$ cat src/rtl/matrix_scan_pkg.sv
// Shared types and width helpers for the row-multiplexed LED matrix scanner.
package matrix_scan_pkg;

  typedef enum logic {
    ST_BLANK = 1'b0,
    ST_DRIVE = 1'b1
  } scan_state_e;

  localparam int BRIGHT_W = 4;
  localparam logic [BRIGHT_W-1:0] BRIGHT_RST = 4'hF;

  // Width of an index/counter that must hold values 0..n-1 (never narrower than 1 bit).
  function automatic int idx_w(input int n);
    return (n > 1) ? $clog2(n) : 1;
  endfunction

endpackage

$ cat src/rtl/matrix_scan_driver_scan_timer.sv
// Slot and row counters for the matrix scanner; flags the frame boundary and the
// first cycle of each frame.
module scan_timer
  import matrix_scan_pkg::*;
#(
  parameter int ROWS  = 8,
  parameter int DWELL = 1024,
  parameter int ROW_W = idx_w(ROWS),
  parameter int CNT_W = idx_w(DWELL)
) (
  input  logic             clk,
  input  logic             rst_n,
  output logic [CNT_W-1:0] cnt_o,
  output logic [ROW_W-1:0] row_o,
  output logic             boundary_o,
  output logic             frame_start_o
);

  localparam logic [CNT_W-1:0] CNT_LAST = CNT_W'(DWELL - 1);
  localparam logic [ROW_W-1:0] ROW_LAST = ROW_W'(ROWS - 1);

  logic [CNT_W-1:0] cnt_q, cnt_d;
  logic [ROW_W-1:0] row_q, row_d;
  logic             slot_end;

  assign slot_end = (cnt_q == CNT_LAST);

  always_comb begin
    cnt_d = slot_end ? '0 : cnt_q + CNT_W'(1);
    row_d = row_q;
    if (slot_end) begin
      row_d = (row_q == ROW_LAST) ? '0 : row_q + ROW_W'(1);
    end
  end

  always_ff @(posedge clk or negedge rst_n) begin
    if (!rst_n) begin
      cnt_q <= '0;
      row_q <= '0;
    end else begin
      cnt_q <= cnt_d;
      row_q <= row_d;
    end
  end

  assign cnt_o      = cnt_q;
  assign row_o      = row_q;
  assign boundary_o = slot_end && (row_q == ROW_LAST);
  // Held low while in reset, so the very first cycle after release still pulses.
  assign frame_start_o = rst_n && (cnt_q == '0) && (row_q == '0);

endmodule

$ cat src/rtl/matrix_scan_driver.sv
// Tear-free row-multiplexed LED matrix scanner with shadow/active frame buffers.
// Optional macro SCREEN_SCAN_BRIGHTNESS_EN adds a 4-bit per-frame brightness input.
module matrix_scan_driver
  import matrix_scan_pkg::*;
#(
  parameter int ROWS           = 8,
  parameter int COLS           = 16,
  parameter int DWELL          = 1024,
  parameter int BLANK          = 16,
  parameter bit COL_ACTIVE_LOW = 1'b0,
  parameter bit ROW_ACTIVE_LOW = 1'b0
) (
  input  logic                     clk,
  input  logic                     rst_n,
  input  logic [ROWS*COLS-1:0]     frame_data,
  input  logic                     frame_valid,
`ifdef SCREEN_SCAN_BRIGHTNESS_EN
  input  logic [BRIGHT_W-1:0]      brightness,
`endif
  output logic                     frame_ready,
  output logic [COLS-1:0]          columns,
  output logic [ROWS-1:0]          rows,
  output logic [$clog2(ROWS)-1:0]  row_idx,
  output logic                     frame_start
);

  localparam int ROW_W = $clog2(ROWS);
  localparam int CNT_W = idx_w(DWELL);

  localparam logic [COLS-1:0] COL_OFF = {COLS{COL_ACTIVE_LOW}};
  localparam logic [ROWS-1:0] ROW_OFF = {ROWS{ROW_ACTIVE_LOW}};

  logic [CNT_W-1:0]     cnt;
  logic [ROW_W-1:0]     row_cur;
  logic                 boundary;
  scan_state_e          state;

  logic [ROWS*COLS-1:0] shadow_q, shadow_d;
  logic [ROWS*COLS-1:0] active_q, active_d;
  logic                 pending_q, pending_d;
  logic                 take;

  logic [COLS-1:0]      cols_q, cols_d;
  logic [ROWS-1:0]      rows_q, rows_d;
  logic                 lit;
  logic [COLS-1:0]      row_bits [ROWS];

  scan_timer #(
    .ROWS  (ROWS),
    .DWELL (DWELL),
    .ROW_W (ROW_W),
    .CNT_W (CNT_W)
  ) u_timer (
    .clk           (clk),
    .rst_n         (rst_n),
    .cnt_o         (cnt),
    .row_o         (row_cur),
    .boundary_o    (boundary),
    .frame_start_o (frame_start)
  );

  // Frame buffers and handshake. A capture on the boundary cycle cannot also
  // swap, because the swap only looks at the registered pending flag.
  assign take        = frame_valid && !pending_q;
  assign frame_ready = !pending_q;

  always_comb begin
    shadow_d  = shadow_q;
    active_d  = active_q;
    pending_d = pending_q;
    if (boundary && pending_q) begin
      active_d  = shadow_q;
      pending_d = 1'b0;
    end
    if (take) begin
      shadow_d  = frame_data;
      pending_d = 1'b1;
    end
  end

  always_ff @(posedge clk or negedge rst_n) begin
    if (!rst_n) begin
      shadow_q  <= '0;
      active_q  <= '0;
      pending_q <= 1'b0;
    end else begin
      shadow_q  <= shadow_d;
      active_q  <= active_d;
      pending_q <= pending_d;
    end
  end

  // Row 0 lives in the most significant slice of the bitmap.
  for (genvar gi = 0; gi < ROWS; gi++) begin : g_rows
    assign row_bits[gi] = active_q[(ROWS-gi)*COLS-1 -: COLS];
  end

  if (BLANK == 0) begin : g_noblank
    assign state = ST_DRIVE;
  end else begin : g_blank
    assign state = (cnt < CNT_W'(BLANK)) ? ST_BLANK : ST_DRIVE;
  end

`ifdef SCREEN_SCAN_BRIGHTNESS_EN
  localparam int ON_W = CNT_W + BRIGHT_W + 1;
  localparam logic [ON_W-1:0] SPAN = ON_W'(DWELL - BLANK);

  logic [BRIGHT_W-1:0] bright_q, bright_d;
  logic [BRIGHT_W:0]   bright_p1;
  logic [ON_W-1:0]     on_len;
  logic [ON_W-1:0]     drive_off;

  // Brightness only changes between frames so a frame never mixes two levels.
  assign bright_d  = boundary ? brightness : bright_q;
  assign bright_p1 = {1'b0, bright_q} + (BRIGHT_W+1)'(1);
  assign on_len    = (SPAN * ON_W'(bright_p1)) >> BRIGHT_W;
  assign drive_off = ON_W'(cnt) - ON_W'(BLANK);

  always_ff @(posedge clk or negedge rst_n) begin
    if (!rst_n) begin
      bright_q <= BRIGHT_RST;
    end else begin
      bright_q <= bright_d;
    end
  end
`endif

  always_comb begin
    lit = (state == ST_DRIVE);
`ifdef SCREEN_SCAN_BRIGHTNESS_EN
    lit = lit && (drive_off < on_len);
`endif
    rows_d = (lit ? (ROWS'(1) << row_cur) : '0) ^ ROW_OFF;
    cols_d = (lit ? row_bits[row_cur] : '0) ^ COL_OFF;
  end

  always_ff @(posedge clk or negedge rst_n) begin
    if (!rst_n) begin
      rows_q <= ROW_OFF;
      cols_q <= COL_OFF;
    end else begin
      rows_q <= rows_d;
      cols_q <= cols_d;
    end
  end

  assign rows    = rows_q;
  assign columns = cols_q;
  assign row_idx = row_cur;

endmodule

$ cat config.mk
export PLATFORM = sky130hd
export DESIGN_NAME = matrix_scan_driver
export DESIGN_NICKNAME = d
export VERILOG_FILES = /design/src/rtl/matrix_scan_pkg.sv /design/src/rtl/matrix_scan_driver_scan_timer.sv /design/src/rtl/matrix_scan_driver.sv
export SDC_FILE = /design/constraint.sdc
export NUM_CORES = 1
export LEC_CHECK = 0
export BUFFER_PORTS_ARGS = -buffer_cell sky130_fd_sc_hd__clkbuf_2
export CELL_PAD_IN_SITES_DETAIL_PLACEMENT = 1
export CELL_PAD_IN_SITES_GLOBAL_PLACEMENT = 2
export CORE_MARGIN = 2
export CORE_UTILIZATION = 45
export DETAILED_ROUTE_END_ITERATION = 10
export PLACE_DENSITY = 0.95
export SKIP_LAST_GASP = 1
export SYNTH_ARGS = -nofsm -noshare
export SYNTH_HDL_FRONTEND = slang
export SYNTH_SLANG_ARGS = --single-unit
$ cat constraint.sdc
create_clock -name clk -period 3.9 [get_ports clk]
set_clock_uncertainty 0.1 [all_clocks]
set_input_delay 0.78 -clock clk [delete_from_list [all_inputs] [get_ports clk]]
set_output_delay 0.78 -clock clk [all_outputs]
set_load 0.005 [all_outputs]
==> results of run 1 <==
-- logic make-up (layout without fill, tap and decap cells) --
kind of cell | count (synthesis) | count (layout)
multiplexers | 323 | 323
XOR/XNOR | 5 | 5
buffers and inverters | 52 | 232
flip-flops | 294 | 294
AO/OA/AOI/OAI | 39 | 39
AND/OR/NAND/NOR | 58 | 58
adder cells (fa/ha/maj) | 8 | 8
-- registers in the layout, indices dropped and copies added (netlist names) --
register       count
u_timer.cnt_o     10
shadow_q         128
columns           16
u_timer.row_o      3
pending_q          1
active_q         128
rows               8
-- cells in the mapped netlist (all sizes together) --
cell    count
nor4b       1
nand2       4
nand2b      1
inv         8
o31ai       1
or3         1
ha          8
mux2i      33
nor3       16
and3        8
xnor2       3
o21a        1
xor2        2
clkbuf     11
a21oi       2
or4         2
o22ai      16
nand4       3
nand3       6
o21ai       2
and4        2
dfrtp     294
a211oi      1
a22o       16
buf        33
nor2b       2
nor2        8
mux2      290
and2        4
-- through the flow --
step           cells  util [%]  setup slack [ps]
2_1_floorplan    779         -              1570
3_3_place_gp    1244      49.9              1440
3_5_place_dp    1244      49.9              1370
4_1_cts         1300      53.8               781
5_1_grt         1300      53.8               680
6_report        1300      53.8               838
-- per-layer routing --
| layer | global-route usage [%] | wire (microns) |
|---|---|---|
| met5 | 0 | 0 |
| met4 | 4.46 | 466 |
| met3 | 2.65 | 1060 |
| met2 | 34.4 | 14000 |
| met1 | 27.7 | 12700 |
-- critical path, delay by kind of cell (launching register included) --
| kind | cells | cell delay (ps) |
|---|---|---|
| DFF | 1 | 660 |
| and+or+nand+nor | 3 | 500 |
| buffers and inverters | 2 | 290 |
| adders and majority gates | 1 | 190 |
-- layout make-up --
type / count / share of cell area [%]
tap: 341 / 2.93
clock buffer: 41 / 5.87
inverter: 8 / 0.207
timing repair buffer: 168 / 6.35
sequential: 294 / 50.6
clock inverter: 15 / 1.43
multi-input combinational: 433 / 32.6
-- worst paths after layout --
path / from / end / cells after the start
worst max-delay path: u_timer.row_o[1] / frame_start / 6
worst min-delay path: rst_n / shadow_q[3] / 1
worst max register to register: u_timer.row_o[1] / active_q[16] / 6
worst min register to register: shadow_q[14] / active_q[14] / 1
max in group asynchronous: rst_n / u_timer.row_o[1] / 2
min in group clk: frame_data[43] / shadow_q[43] / 2
-- report_power, final --
group / total, uW / internal (uW) / switching (uW) / leakage [uW]
sequential: 3330 / 3220 / 106 / 0.00383
clock: 3060 / 1860 / 1200 / 0.000516
combinational: 308 / 178 / 130 / 0.00303
total: 6700 / 5260 / 1440 / 0.00738
==> flow_summary.ini, run 1 <==
[timing]
finalSetupViolCount = 0
whs_ps = 25.9
rsz0062_at_grt = false
max_freq_ghz = 0.327
hold_viol_final = 0
tightest_slew_ps = 1020
fin_crit_sh_pct = 78.5
maxSlewViolCount = 0
fin_tns_setup_ps = 0
post-route-min-period_ps = 3060
max_slew_margin_pct = 31.8

[worst_setup_path]
critPathMaxFanout = 28
slowest_stage = dfrtp_4
critPathKind = register to output pin
ff2ff_setup_slack_ps = 1340
worstPathRequired_ps = 3020
cp-start-kind = register
cp_data_arrival_time_ps = 2180
worstPathCellList = inv_1 -> ha_1 -> nor4b_1 -> nand3_1 -> nor2_1 -> clkbuf_2
critical_path.max_stage_delay_ps = 660
end_kind = output pin

[clock_network]
clk_pin_slew_ps = 60
clock-root-buffer = clkbuf_16
clk_latency_ps = 540
clk_path_buf_depth = 3
cts-resized-gates = 0
cts_tree = done
htreeDepth = 1
cts_hold_buf = 0
cts.sinks = 294
postCtsSetupBuffers = 0
numCtsBuffers = 31

[placement]
placement.io_buffers = 159
place_congestion = 0.800
place_area_sq_mm = 0.0135
dp_hpwl_microns = 18900

[synthesis]
synth_area_leader_cell = dfrtp_1
ys_seq_area_share_pct = 59.4
synth_xor_area_share_pct = 0.353
syn_nets = 918
synth_cells = 779
yosysWarnings = 0
netlist_area_sq_mm = 0.0124
yosys.area_share.simple_pct = 2.59
yosysUniqueCellTypes = 33
syn_avg_cell_area_sq_um = 15.9
synth_area_leaders = dfrtp_1 (59%), mux2_2 (15%), mux2_4 (12%)
synth_top_area_share_pct = 59.4
synthAdderAreaFrac_pct = 0.808
synth_compound_area_share_pct = 2.28
synth_seq_cells = 294
synth_top_family_by_area = multiplexers
synthMuxAreaShare_pct = 32.0

[grt]
grt_pass1_wl_microns = 45000
grt_antenna_before_repair = 0
overflow = 0
grt_max_degree = 175
grt_usage_pct = 20.2
grt_pass1_vias = 7720

[outcome]
status = complete, no violations

[routing]
avgViaCountPerCell = 5.28
vias = 6864
routed_wirelength_microns = 28300
drc = 0
drt-initial-drc-count = 337
post_drt_wl_per_cell_microns = 21.8
ant_nets = 0
firstDrtPassIters = 5

[final_layout]
final_cell_area_sq_mm = 0.0145
layout.nets = 1075
diodes = 0
layout_commonest_cell = dfrtp_1
multi_input_area_sq_mm = 0.00474
area_delta_synth_final_pct = 17.3
final_cell_mix = dfrtp_1 (293), mux2_2 (162), clkbuf_2 (158), mux2_4 (100), mux2i_1 (33)
layout.area.seq_sq_mm = 0.00736
drive_above_1_share_pct = 50.4
fillers = 2612

[die]
row_count = 60
initial_utilization_pct = 45.9
fp.dieH_microns = 170
io_pins = 160
dieArea_sq_mm = 0.0289
die_w_microns = 170
core_area_sq_mm = 0.0270

[pwr]
p_total_uw = 6700
power_density_mw_per_mm2 = 461
peakVddDrop_uv = 279
leakagePower_uw = 0.00738

[min_path]
hp-class = input pin to async pin

[run]
maxCapViolCount = 0
Note: power is estimated with default switching activity, not from simulation.
==> run 2, diff against run 1 <==
Settings changed: CORE_UTILIZATION 45 to 38, PLACE_DENSITY 0.95 to 0.86.
Clock period 3.9 ns to 2.6 ns, I/O delays scaled along.
==> flow_summary.ini, run 2 (synthesized netlist as in run 1, its figures left out) <==
[outcome]
status = complete, no violations

[clock_network]
numCtsBuffers = 34
htreeDepth = 2
clock-root-buffer = clkbuf_16
cts_hold_buf = 0
postCtsSetupBuffers = 0
cts_tree = done
cts.sinks = 294
clk_latency_ps = 490
clk_path_buf_depth = 3
clk_pin_slew_ps = 60

[worst_setup_path]
critPathMaxFanout = 9
ff2ff_path_depth = 6
slowest_stage = dfrtp_1
cp_top_family = simple AND/OR/NAND/NOR gates
cp-start-kind = register
critical_path.max_stage_delay_ps = 380
worstPathCellList = buf_4 -> inv_1 -> ha_1 -> nor4b_4 -> nand3_1 -> nor2_1 -> clkbuf_2
ff2ff_setup_slack_ps = 250
cp_data_arrival_time_ps = 1890
timing.critical_path.from = u_timer.row_o[0]
worst-path-stages = 7
rr_endpoint = active_q[119]
crit_buf_inv = 3
worstPathRequired_ps = 1980
worstReg2RegStart = u_timer.row_o[1]
critPathKind = register to output pin
critPathCapture = frame_start
end_kind = output pin

[die]
dieArea_sq_mm = 0.0341
row_count = 66
core_area_sq_mm = 0.0323
initial_utilization_pct = 38.4
die_w_microns = 185
fp.dieH_microns = 185
io_pins = 160

[final_layout]
area_delta_synth_final_pct = 20.7
drive_above_1_share_pct = 51.0
layout_commonest_cell = dfrtp_1
finalNonFillerCells = 1419
layout.nets = 1093
final_core_util_pct = 46.3
final_cell_mix = dfrtp_1 (293), mux2_2 (162), clkbuf_2 (158), mux2_4 (100), clkbuf_16 (37)

[timing]
hold_viol_final = 0
finalSetupViolCount = 0
tightest_slew_ps = 840
maxSlewViolCount = 0
worst_slack_ps = 88.4
max_slew_margin_pct = 44.0
fin_tns_setup_ps = 0
rsz0062_at_grt = false
max_freq_ghz = 0.398
fin_crit_sh_pct = 96.6
post-route-min-period_ps = 2510
whs_ps = 48.4

[routing]
routed_wirelength_microns = 28100
drt-initial-drc-count = 300
topRoutingLayerUsed = met5
post_drt_wl_per_cell_microns = 19.8
firstDrtPassIters = 4
dr_wl_met2_microns = 13700
wl_met1_microns = 12700
ant_nets = 0
drc = 0
dr_wl_met3_microns = 1230
vias = 6870
avgViaCountPerCell = 4.84

[pwr]
power_density_mw_per_mm2 = 685
peakVddDrop_uv = 460
leakagePower_uw = 0.00754

[placement]
placed_cells = 1360
place_congestion = 0.752
dp_hpwl_microns = 19200
placement.io_buffers = 159
dpl_worst_slack_ps = 202

[grt]
grt_pass1_vias = 7599
overflow = 0
grt_antenna_before_repair = 2
grt_max_degree = 153
grt_pass1_wl_microns = 43900
grt_usage_pct = 16.9

[run]
maxCapViolCount = 0

[min_path]
hp-class = input pin to async pin
## run 2: cell types whose count changed in the layout (fill, tap and decap cells not counted), moves of 3 or more
cell and change:
buf_12 +7, clkbuf_8 +4, clkbuf_1 +3, bufinv_16 -3
buf_4 +8, clkbuf_16 +6, clkinv_2 -5, clkinvlp_4 -3
## run 2: power by group
part / switching (uW) / internal (uW) / total [uW]
clock: 1790 / 3010 / 4790
sequential: 164 / 4840 / 5000
combinational: 183 / 268 / 451
## run 2: metrics by stage
step / power (uW) / area [sq um]
final: 10200 / 15000
after floorplan: 5240 / 12400
after detailed placement: 5550 / 13800
after CTS: 10400 / 14900
after global routing: 10600 / 15000
after global placement: 5520 / 13800
## run 2: how the worst min path moves through the flow
stage,start,to,slack (ps),cells past startpoint
after floorplan,rst_n,active_q[0],120,0
after global placement,shadow_q[4],active_q[4],360,1
after detailed placement,shadow_q[4],active_q[4],370,1
after CTS,rst_n,shadow_q[1],120,2
after global routing,rst_n,u_timer.cnt_o[4],130,2
final,rst_n,u_timer.cnt_o[4],50,2
## run 2: final cells by class
type                    instances  area, sq um
well taps                     442          553
inverters                       8         30.0
clock inverters                 4         70.1
diodes                          1         2.50
flip-flops and latches        294         7360
fillers                      3237        17300
repair buffers                183         1120
multi-input cells             433         4750
clock buffers                  54         1070
## run 2: metal layers
metal	vias to the layer above	track usage [%]
met2	150	28.6
met4	2	4.13
met3	39	2.94
li1	3145	-
met5	-	0
met1	3534	22.7
## run 2: timing repair
| action | 4_1_cts | 5_1_grt |
|---|---|---|
| hold endpoints to repair | 0 | 0 |
| gates resized for setup | 1 | 1 |
| endpoints found under the setup margin | 1 | 1 |
